## src/rtl/pipe_stage_reg_if.sv

```systemverilog
// Pipeline boundary bundle: stall/flush control, upstream payload, registered
// downstream payload and the debug counters of one stage register.
interface pipe_stage_reg_if #(
  parameter int DATA_W  = 32,
  parameter int STALL_W = 6,
  parameter int CNT_W   = 16
);
  logic [STALL_W-1:0] stall;
  logic               flush;
  logic               in_valid;
  logic [DATA_W-1:0]  in_data;
  logic               cnt_clear;
  logic               out_valid;
  logic [DATA_W-1:0]  out_data;
  logic               held;
  logic [CNT_W-1:0]   stall_cnt;
  logic [CNT_W-1:0]   bubble_cnt;
  logic               stall_timeout;

  modport master (
    output stall, flush, in_valid, in_data, cnt_clear,
    input  out_valid, out_data, held, stall_cnt, bubble_cnt, stall_timeout
  );

  modport slave (
    input  stall, flush, in_valid, in_data, cnt_clear,
    output out_valid, out_data, held, stall_cnt, bubble_cnt, stall_timeout
  );
endinterface

```

## src/rtl/pipe_stage_reg.sv

```systemverilog
// Generic pipeline boundary register: valid-qualified payload that obeys the
// core stall vector and flush, with saturating stall/bubble counters and a watchdog.
module pipe_stage_reg #(
  parameter int              DATA_W         = 32,
  parameter int              STALL_W        = 6,
  parameter int              STAGE          = 3,
  parameter logic [DATA_W-1:0] NOP_DATA     = '0,
  parameter bit              SQUASH_INVALID = 1'b1,
  parameter int              CNT_W          = 16,
  parameter int              TIMEOUT        = 1024
) (
  input  logic              clk,
  input  logic              resetn,
  pipe_stage_reg_if.slave   bus
);

  localparam logic [CNT_W-1:0] CNT_MAX   = '1;
  localparam logic [CNT_W-1:0] TIMEOUT_C = CNT_W'(TIMEOUT);

  typedef enum logic [1:0] {
    ACT_ADVANCE,
    ACT_HOLD,
    ACT_BUBBLE,
    ACT_FLUSH
  } action_e;

  logic              s_here;
  logic              s_down;
  action_e           action;

  logic              out_valid_q;
  logic [DATA_W-1:0] out_data_q;
  logic              held_q;
  logic [CNT_W-1:0]  stall_cnt_q;
  logic [CNT_W-1:0]  bubble_cnt_q;
  logic [CNT_W-1:0]  run_cnt_q;
  logic              timeout_q;
  logic [CNT_W-1:0]  run_inc;

  function automatic logic [CNT_W-1:0] sat_inc(input logic [CNT_W-1:0] v);
    return (v == CNT_MAX) ? v : v + 1'b1;
  endfunction

  assign s_here = bus.stall[STAGE];

  // The last stage in the vector has no downstream stall bit: it can only bubble.
  generate
    if (STAGE + 1 < STALL_W) begin : g_down
      assign s_down = bus.stall[STAGE+1];
    end else begin : g_no_down
      assign s_down = 1'b0;
    end
  endgenerate

  // NOTE: every variable driven in always_comb gets a default first so no latch is inferred.
  always_comb begin
    action = ACT_ADVANCE;
    if (bus.flush)       action = ACT_FLUSH;
    else if (s_here)     action = s_down ? ACT_HOLD : ACT_BUBBLE;
  end

  assign run_inc = sat_inc(run_cnt_q);

  // NOTE: sequential state uses non-blocking assignments only, so every register samples pre-edge values.
  always_ff @(posedge clk) begin
    if (resetn) begin
      out_valid_q <= 1'b0;
      out_data_q  <= NOP_DATA;
      held_q      <= 1'b0;
    end else begin
      held_q <= (action == ACT_HOLD);
      unique case (action)
        ACT_FLUSH, ACT_BUBBLE: begin
          out_valid_q <= 1'b0;
          out_data_q  <= NOP_DATA;
        end
        ACT_HOLD: begin
          out_valid_q <= out_valid_q;
          out_data_q  <= out_data_q;
        end
        default: begin
          out_valid_q <= bus.in_valid;
          out_data_q  <= (SQUASH_INVALID && !bus.in_valid) ? NOP_DATA : bus.in_data;
        end
      endcase
    end
  end

  // Debug counters; a clear request beats any increment on the same edge.
  always_ff @(posedge clk) begin
    if (resetn || bus.cnt_clear) begin
      stall_cnt_q  <= '0;
      bubble_cnt_q <= '0;
      run_cnt_q    <= '0;
      timeout_q    <= 1'b0;
    end else begin
      if (action == ACT_HOLD || action == ACT_BUBBLE)
        stall_cnt_q <= sat_inc(stall_cnt_q);
      if (action == ACT_BUBBLE)
        bubble_cnt_q <= sat_inc(bubble_cnt_q);
      if (action == ACT_HOLD) begin
        run_cnt_q <= run_inc;
        if (run_inc == TIMEOUT_C)
          timeout_q <= 1'b1;
      end else begin
        run_cnt_q <= '0;
      end
    end
  end

  assign bus.out_valid     = out_valid_q;
  assign bus.out_data      = out_data_q;
  assign bus.held          = held_q;
  assign bus.stall_cnt     = stall_cnt_q;
  assign bus.bubble_cnt    = bubble_cnt_q;
  assign bus.stall_timeout = timeout_q;

endmodule

```

## src/flat_wrapper.sv

```systemverilog
// flat-port wrapper written by rule: the top's interface ports become plain ports
module pipe_stage_reg_flat 
#(
  parameter int              DATA_W         = 32,
  parameter int              STALL_W        = 6,
  parameter int              STAGE          = 3,
  parameter logic [DATA_W-1:0] NOP_DATA     = '0,
  parameter bit              SQUASH_INVALID = 1'b1,
  parameter int              CNT_W          = 16,
  parameter int              TIMEOUT        = 1024
)
  (clk, resetn, bus_stall, bus_flush, bus_in_valid, bus_in_data, bus_cnt_clear, bus_out_valid, bus_out_data, bus_held, bus_stall_cnt, bus_bubble_cnt, bus_stall_timeout);
  pipe_stage_reg_if #(.DATA_W(DATA_W), .STALL_W(STALL_W), .CNT_W(CNT_W)) bus_i ();
  input  logic clk;
  input  logic resetn;
  input wire logic [$bits(bus_i.stall)-1:0] bus_stall;
  input wire logic [$bits(bus_i.flush)-1:0] bus_flush;
  input wire logic [$bits(bus_i.in_valid)-1:0] bus_in_valid;
  input wire logic [$bits(bus_i.in_data)-1:0] bus_in_data;
  input wire logic [$bits(bus_i.cnt_clear)-1:0] bus_cnt_clear;
  output wire logic [$bits(bus_i.out_valid)-1:0] bus_out_valid;
  output wire logic [$bits(bus_i.out_data)-1:0] bus_out_data;
  output wire logic [$bits(bus_i.held)-1:0] bus_held;
  output wire logic [$bits(bus_i.stall_cnt)-1:0] bus_stall_cnt;
  output wire logic [$bits(bus_i.bubble_cnt)-1:0] bus_bubble_cnt;
  output wire logic [$bits(bus_i.stall_timeout)-1:0] bus_stall_timeout;
  assign bus_i.stall = bus_stall;
  assign bus_i.flush = bus_flush;
  assign bus_i.in_valid = bus_in_valid;
  assign bus_i.in_data = bus_in_data;
  assign bus_i.cnt_clear = bus_cnt_clear;
  assign bus_out_valid = bus_i.out_valid;
  assign bus_out_data = bus_i.out_data;
  assign bus_held = bus_i.held;
  assign bus_stall_cnt = bus_i.stall_cnt;
  assign bus_bubble_cnt = bus_i.bubble_cnt;
  assign bus_stall_timeout = bus_i.stall_timeout;
  pipe_stage_reg #(.DATA_W(DATA_W), .STALL_W(STALL_W), .STAGE(STAGE), .NOP_DATA(NOP_DATA), .SQUASH_INVALID(SQUASH_INVALID), .CNT_W(CNT_W), .TIMEOUT(TIMEOUT)) u_core (.clk(clk), .resetn(resetn), .bus(bus_i));
endmodule
```

## config.mk

```make
export PLATFORM = sky130hd
export DESIGN_NAME = pipe_stage_reg_flat
export DESIGN_NICKNAME = d
export VERILOG_FILES = /design/src/rtl/pipe_stage_reg_if.sv /design/src/rtl/pipe_stage_reg.sv /design/src/flat_wrapper.sv
export SDC_FILE = /design/constraint.sdc
export NUM_CORES = 1
export LEC_CHECK = 0
export ABC_AREA = 1
export CAP_MARGIN = 20
export CORE_ASPECT_RATIO = 0.5
export CORE_MARGIN = 5
export CORE_UTILIZATION = 52
export CTS_CLUSTER_DIAMETER = 120
export DETAILED_ROUTE_END_ITERATION = 8
export MAX_ROUTING_LAYER = met4
export PLACE_DENSITY = 0.95
export SLEW_MARGIN = 10
export SYNTH_ARGS = -nofsm -noshare
export SYNTH_HDL_FRONTEND = slang
export SYNTH_SLANG_ARGS = --single-unit
```

## constraint.sdc

```tcl
create_clock -name clk -period 2.9 [get_ports clk]
set_clock_uncertainty 0.1 [all_clocks]
set_input_delay 0.58 -clock clk [delete_from_list [all_inputs] [get_ports clk]]
set_output_delay 0.58 -clock clk [all_outputs]
set_load 0.05 [all_outputs]
```

After elaboration in Yosys (flattened, before gate mapping) --
Cells that the tools add are included.
Cells by class: $add $sub $neg 3, $mul 0, divide/modulo/power cells 0, magnitude comparators 0, equality and inequality tests 7, shift-type cells 0, muxes and demuxes 7, bitwise gates (word level) 3, reduce and logical (&&, ||, !) cells 7
Operators with widths (count):
- 32-bit case mux with 2 select lines | 1
- 16-bit by 1-bit adder with 16-bit output, second input constant | 3
- 16-bit == test, second input constant | 3
- 32-bit two-way mux | 1
- 16-bit by 11-bit == test with 1-bit output, second input constant | 1
- 16-bit two-way mux | 1
- 2-bit two-way mux | 3
- 2-bit AND reduction | 3
- 2-bit == test, second input constant | 2
- 2-bit OR reduction | 2
- 1-bit inverter | 3
- 2-bit by 1-bit == test with 1-bit output, second input constant | 1
- 1-bit logical OR | 2
- 1-bit case mux with 2 select lines | 1
Storage, ports and cells: register bits after elaboration 83, bits in latches 0, memory bits (writable) 0, ROM bits 0, input port bits 43, output and inout bits 67, logic and storage cells 34, memories kept 0

Depth between registers and ports, before layout --
depth in word-level cells 6, depth in mapped cells 13, gate-level depth less buffers 12

Worst setup path after synthesis --
No wires, ideal clock.
kind reg2reg, start point register u_core.stall_cnt_q[0] (netlist: u_core.bus.stall_cnt[0]), end point register u_core.stall_cnt_q[13] (netlist: u_core.bus.stall_cnt[13]), setup time 0.133 ns, data arrival time 1.741 ns, required time 2.667 ns, slack 0.927 ns, cell stages (with the launch flop) 10, path buffers 0, period minus slack after synthesis 1.973 ns, path through dfxtp_1 ha_1 nand3_1 nor2_1 nand3_1 nand2_2 inv_2 nand2_1 o21ai_0 nor3b_1
Between the ends: cells in the longest elaborated chain, start to end 3, elaborated cells on any way between the ends 4, classes of those cells 1 x add/sub; 1 x eq/ne; 1 x bitwise; 1 x reduce/logical
Ends and longest elaborated chain:
- from (decl) | line pipe_stage_reg.sv:34 | logic [CNT_W-1:0] stall_cnt_q;
- from (signal assigned) | line pipe_stage_reg.sv:98 | stall_cnt_q <= sat_inc(stall_cnt_q);
- branches (longest 3 deep; another with 16-bit by 1-bit adder with 16-bit output)
Parallel ways; which one is timed is not known. A chain may end at the register's enable or synchronous reset.

Final worst setup path --
start point input port bus_stall[4], end point register u_core.stall_cnt_q[13] (netlist: u_core.bus.stall_cnt[13])
Between the ends: cells in the longest elaborated chain, start to end 6, elaborated cells on any way between the ends 7, classes of those cells 2 x eq/ne; 3 x mux; 2 x reduce/logical
Ends and longest elaborated chain:
- from (decl) | line flat_wrapper.sv:16 | input wire logic [$bits(bus_i.stall)-1:0] bus_stall;
- 2-bit two-way mux * (2 in a row) | line pipe_stage_reg.sv:59 | else if (s_here) action = s_down ? ACT_HOLD : ACT_BUBBLE;
- 2-bit two-way mux * | line pipe_stage_reg.sv:58 | if (bus.flush) action = ACT_FLUSH;
- 2-bit by 1-bit == test with 1-bit output / 2-bit == test (equally long branches) | line pipe_stage_reg.sv:97 | if (action == ACT_HOLD || action == ACT_BUBBLE)
- 1-bit logical OR * | line pipe_stage_reg.sv:97
- 2-bit AND reduction (no source line) *
Every way passes the cells marked *; elsewhere a longest branch is shown, timed or not.

==> key figures <==
Synthesis
  • Yosys reg bits: 83
  • Ys flop type: dfxtp_1
  • Syn_area_per_cell: 7.02 um^2
  • Post-synth EDFFs: 0
  • Yosys cell types: 34
  • Post-synthesis sequential area ratio: 0.428
  • Ys async rst share: 0
  • Synth Cell Area: 0.00388 mm^2
  • Ys Warns: 0
  • Synthesized Nets: 602
  • Mapped Cells: 553

CTS
  • Worst-path clk slew: 60 ps
  • Post-cts hold buffer count: 0
  • Post-CTS setup buffers: 0
  • CTS max path bufs: 2
  • CTS tree: done
  • Clk root buf: clkbuf_16
  • CTS Sinks: 83
  • Worst-skew pair later-pin latency: 340 ps
  • CTS buffer count: 9
  • # H-tree levels: 3
  • Post_cts resized: 0

Power and ir drop
  • Combinational cell fraction of total power: 0.089
  • Switching Fraction: 0.224
  • Int Pwr: 2.05 mW
  • Psw: 0.591 mW
  • IR drop worst, VDD: 0.391 mV
  • Clk pwr share: 0.467
  • PwrDens: 493 mW/mm^2
  • Sequential power share: 0.444
  • Leak Pwr: 2.11 nW
  • Design Power: 2.64 mW

Routing
  • DR vias: 3945
  • Vias per cell: 5.19
  • TritonRoute pass-1 iters: 5
  • WL/cell: 14.2 um
  • Detailed Route Iter0 Violations: 522
  • DR DRC count: 0
  • Detailed-route wire length: 10800 um
  • Post-route ant nets: 0

Die
  • Die width: 132 um
  • Die Y: 71.1 um
  • Die ar.: 0.00940 mm^2
  • Core area: 0.00729 mm^2
  • IO Pins: 110
  • # rows: 22
  • Initial Util: 0.532

Flow run
  • Max-cap violations: 0

Timing
  • Final Slew Violations: 0
  • Final period util: 0.888
  • Final hold vios: 0
  • Slew margin rel.: 0.640
  • Final setup viols: 0
  • Final hold slack: 353 ps
  • Fmax: 388 MHz
  • Setup TNS: 0 ps
  • Final worst slack: 325 ps
  • RSZ-0062 raised after global routing: no
  • Worst-margin pin slew: 539 ps
  • Post-route minimum period: 2570 ps

Critical path
  • Type of origin of the critical path: input port
  • CP Capture Type: flop
  • Critical path buffers and inverters: 5
  • CP arrival: 2730 ps
  • WS Path Type: input port to flop
  • CP peak stage delay: 480 ps
  • Crit path max-delay family: buffers and inverters
  • Critical Path RT: 3050 ps
  • Worst path slowest cell: clkdlybuf4s50_1
  • Crit-path most repeated cell: inv_1
  • Peak fanout along the critical path: 10
  • CP cell instances: clkdlybuf4s50_1 > inv_1 > a21oi_1 > inv_1 > ha_1 > inv_1 > nand2_2 > inv_2 > nand2_1 > o21ai_0 > nor3b_1

Placed design
  • PortBufs: 105
  • Placer Congestion: 0.917
  • Placed cell areas: 0.00503 mm^2
  • Pre-CTS WS: 160 ps
  • Placed Cells: 746
  • Hpwl dp: 7410 um

Layout
  • Fill cell total of the finished layout: 475
  • Util after Layout: 0.733
  • Share of cells above drive strength 1: 0.0678
  • Area grow syn2layout: 37.7%
  • Multi-input logic area: 0.00180 mm^2
  • Final std cells w/o fill: 760
  • Antenna Cells: 0
  • Post-layout nets: 710
  • Fin area: 0.00535 mm^2
  • FF/Latch Area: 0.00166 mm^2

Global routing
  • Largest net degree at the start of global routing: 35
  • Vias in the first global route: 3806
  • Total GRT Usage: 0.236
  • First-pass GRT wire length: 17500 um
  • Initial antenna violation count: 0
  • Grt ovf: 0

Run status
  • Status: complete, no violations

Worst hold path
  • Hold WC Path Type: flop to flop
worst reg2reg max path, stage by stage (launching register included):
cell and delay [ps]:
dfxtp_1 400, ha_1 220, nand3_1 110, nor2_1 160
nand3_1 120, nand2_2 200, inv_2 140, nand2_1 160
o21ai_0 110, nor3b_1 150
layout by cell type, fill, tap and decap left out, types with 2 or more instances in the layout:
master,Yosys,final
a21oi_1,28,28
a31oi_1,4,4
buf_4,0,3
bufinv_16,0,2
clkbuf_16,0,9
clkbuf_8,0,2
clkdlybuf4s50_1,0,105
dfxtp_1,83,83
ha_1,6,6
inv_1,98,98
nand2_1,119,119
nand2_2,5,5
nand2_4,2,2
nand3_1,26,26
nand3_2,4,4
nand4_1,10,10
nor2_1,51,50
nor2_2,4,5
nor2_4,2,2
nor3_1,18,18
nor3_2,2,2
nor3b_1,4,4
nor4_1,2,2
o21a_1,2,2
o21ai_0,53,53
o21ai_2,2,2
or2_2,2,2
xnor2_1,4,4
xor2_1,3,3
synthesized netlist by cell type (2+ instances only):
cell | n | area [um^2]
inv_1 | 98 | 368
o21ai_0 | 53 | 265
nand3_1 | 26 | 130
nand4_1 | 10 | 62.6
ha_1 | 6 | 75.1
a31oi_1 | 4 | 25.0
nand2_1 | 119 | 447
dfxtp_1 | 83 | 1660
clkbuf_1 | 10 | 37.5
xnor2_1 | 4 | 35.0
nand2_4 | 2 | 22.5
nand2_2 | 5 | 31.3
nor2_2 | 4 | 25.0
nor3_2 | 2 | 20.0
nor2_1 | 51 | 191
o21a_1 | 2 | 15.0
nor3b_1 | 4 | 30.0
nor4_1 | 2 | 12.5
a21oi_1 | 28 | 140
or2_2 | 2 | 12.5
nand3_2 | 4 | 40.0
o21ai_2 | 2 | 17.5
xor2_1 | 3 | 26.3
nor2_4 | 2 | 22.5
nor3_1 | 18 | 90.1
metal layers:
metal,wire length (um),GRT usage
met5,0,-
met4,248,0.0959
met3,633,0.0568
met2,5590,0.426
met1,4310,0.251
logic make-up after synthesis:
| kind of cell | count (synthesis) | synth area share |
|---|---|---|
| buffers and inverters | 111 | 0.110 |
| AND/OR/NAND/NOR | 254 | 0.301 |
| flip-flops | 83 | 0.428 |
| AO/OA/AOI/OAI | 92 | 0.126 |
| adder cells (fa/ha/maj) | 6 | 0.0193 |
| XOR/XNOR | 7 | 0.0158 |
power groups by stage:
stage / Sequential [mW] / Combinational, mW / Clock, mW
2_1_floorplan: 1.26 / 0.0584 / 0
3_3_place_gp: 1.19 / 0.226 / 0
3_5_place_dp: 1.20 / 0.231 / 0
4_1_cts: 1.17 / 0.234 / 1.24
5_1_grt: 1.17 / 0.249 / 1.29
6_report: 1.17 / 0.234 / 1.23
final timing paths:
check	end	depth (start not counted)	start	slack (ps)
worst min-delay path	u_core.bus.out_data[21]	2	u_core.bus.out_data[21]	350
worst max-delay path	u_core.bus.stall_cnt[13]	11	bus_stall[4]	330
worst min register to register	u_core.bus.out_data[21]	2	u_core.bus.out_data[21]	350
worst max register to register	u_core.bus.stall_cnt[13]	9	u_core.bus.stall_cnt[0]	900
sequential cells by signal, summed over array words and instances, names as in the netlist:
signal                    cells
u_core.bus.out_data          32
u_core.bus.bubble_cnt        16
u_core.bus.stall_cnt         16
u_core.run_cnt_q             16
u_core.bus.held               1
u_core.bus.out_valid          1
u_core.bus.stall_timeout      1
cell type report:
| cell class | instances | area share |
|---|---|---|
| Inverter | 100 | 0.0707 |
| Timing Repair Buffer | 108 | 0.201 |
| Sequential cell | 83 | 0.311 |
| Clock inverter | 2 | 0.0112 |
| Multi-Input combinational cell | 359 | 0.336 |
| Clock buffer | 12 | 0.0480 |
| Tap cell | 96 | 0.0225 |
(Power assumes the default switching activity.)
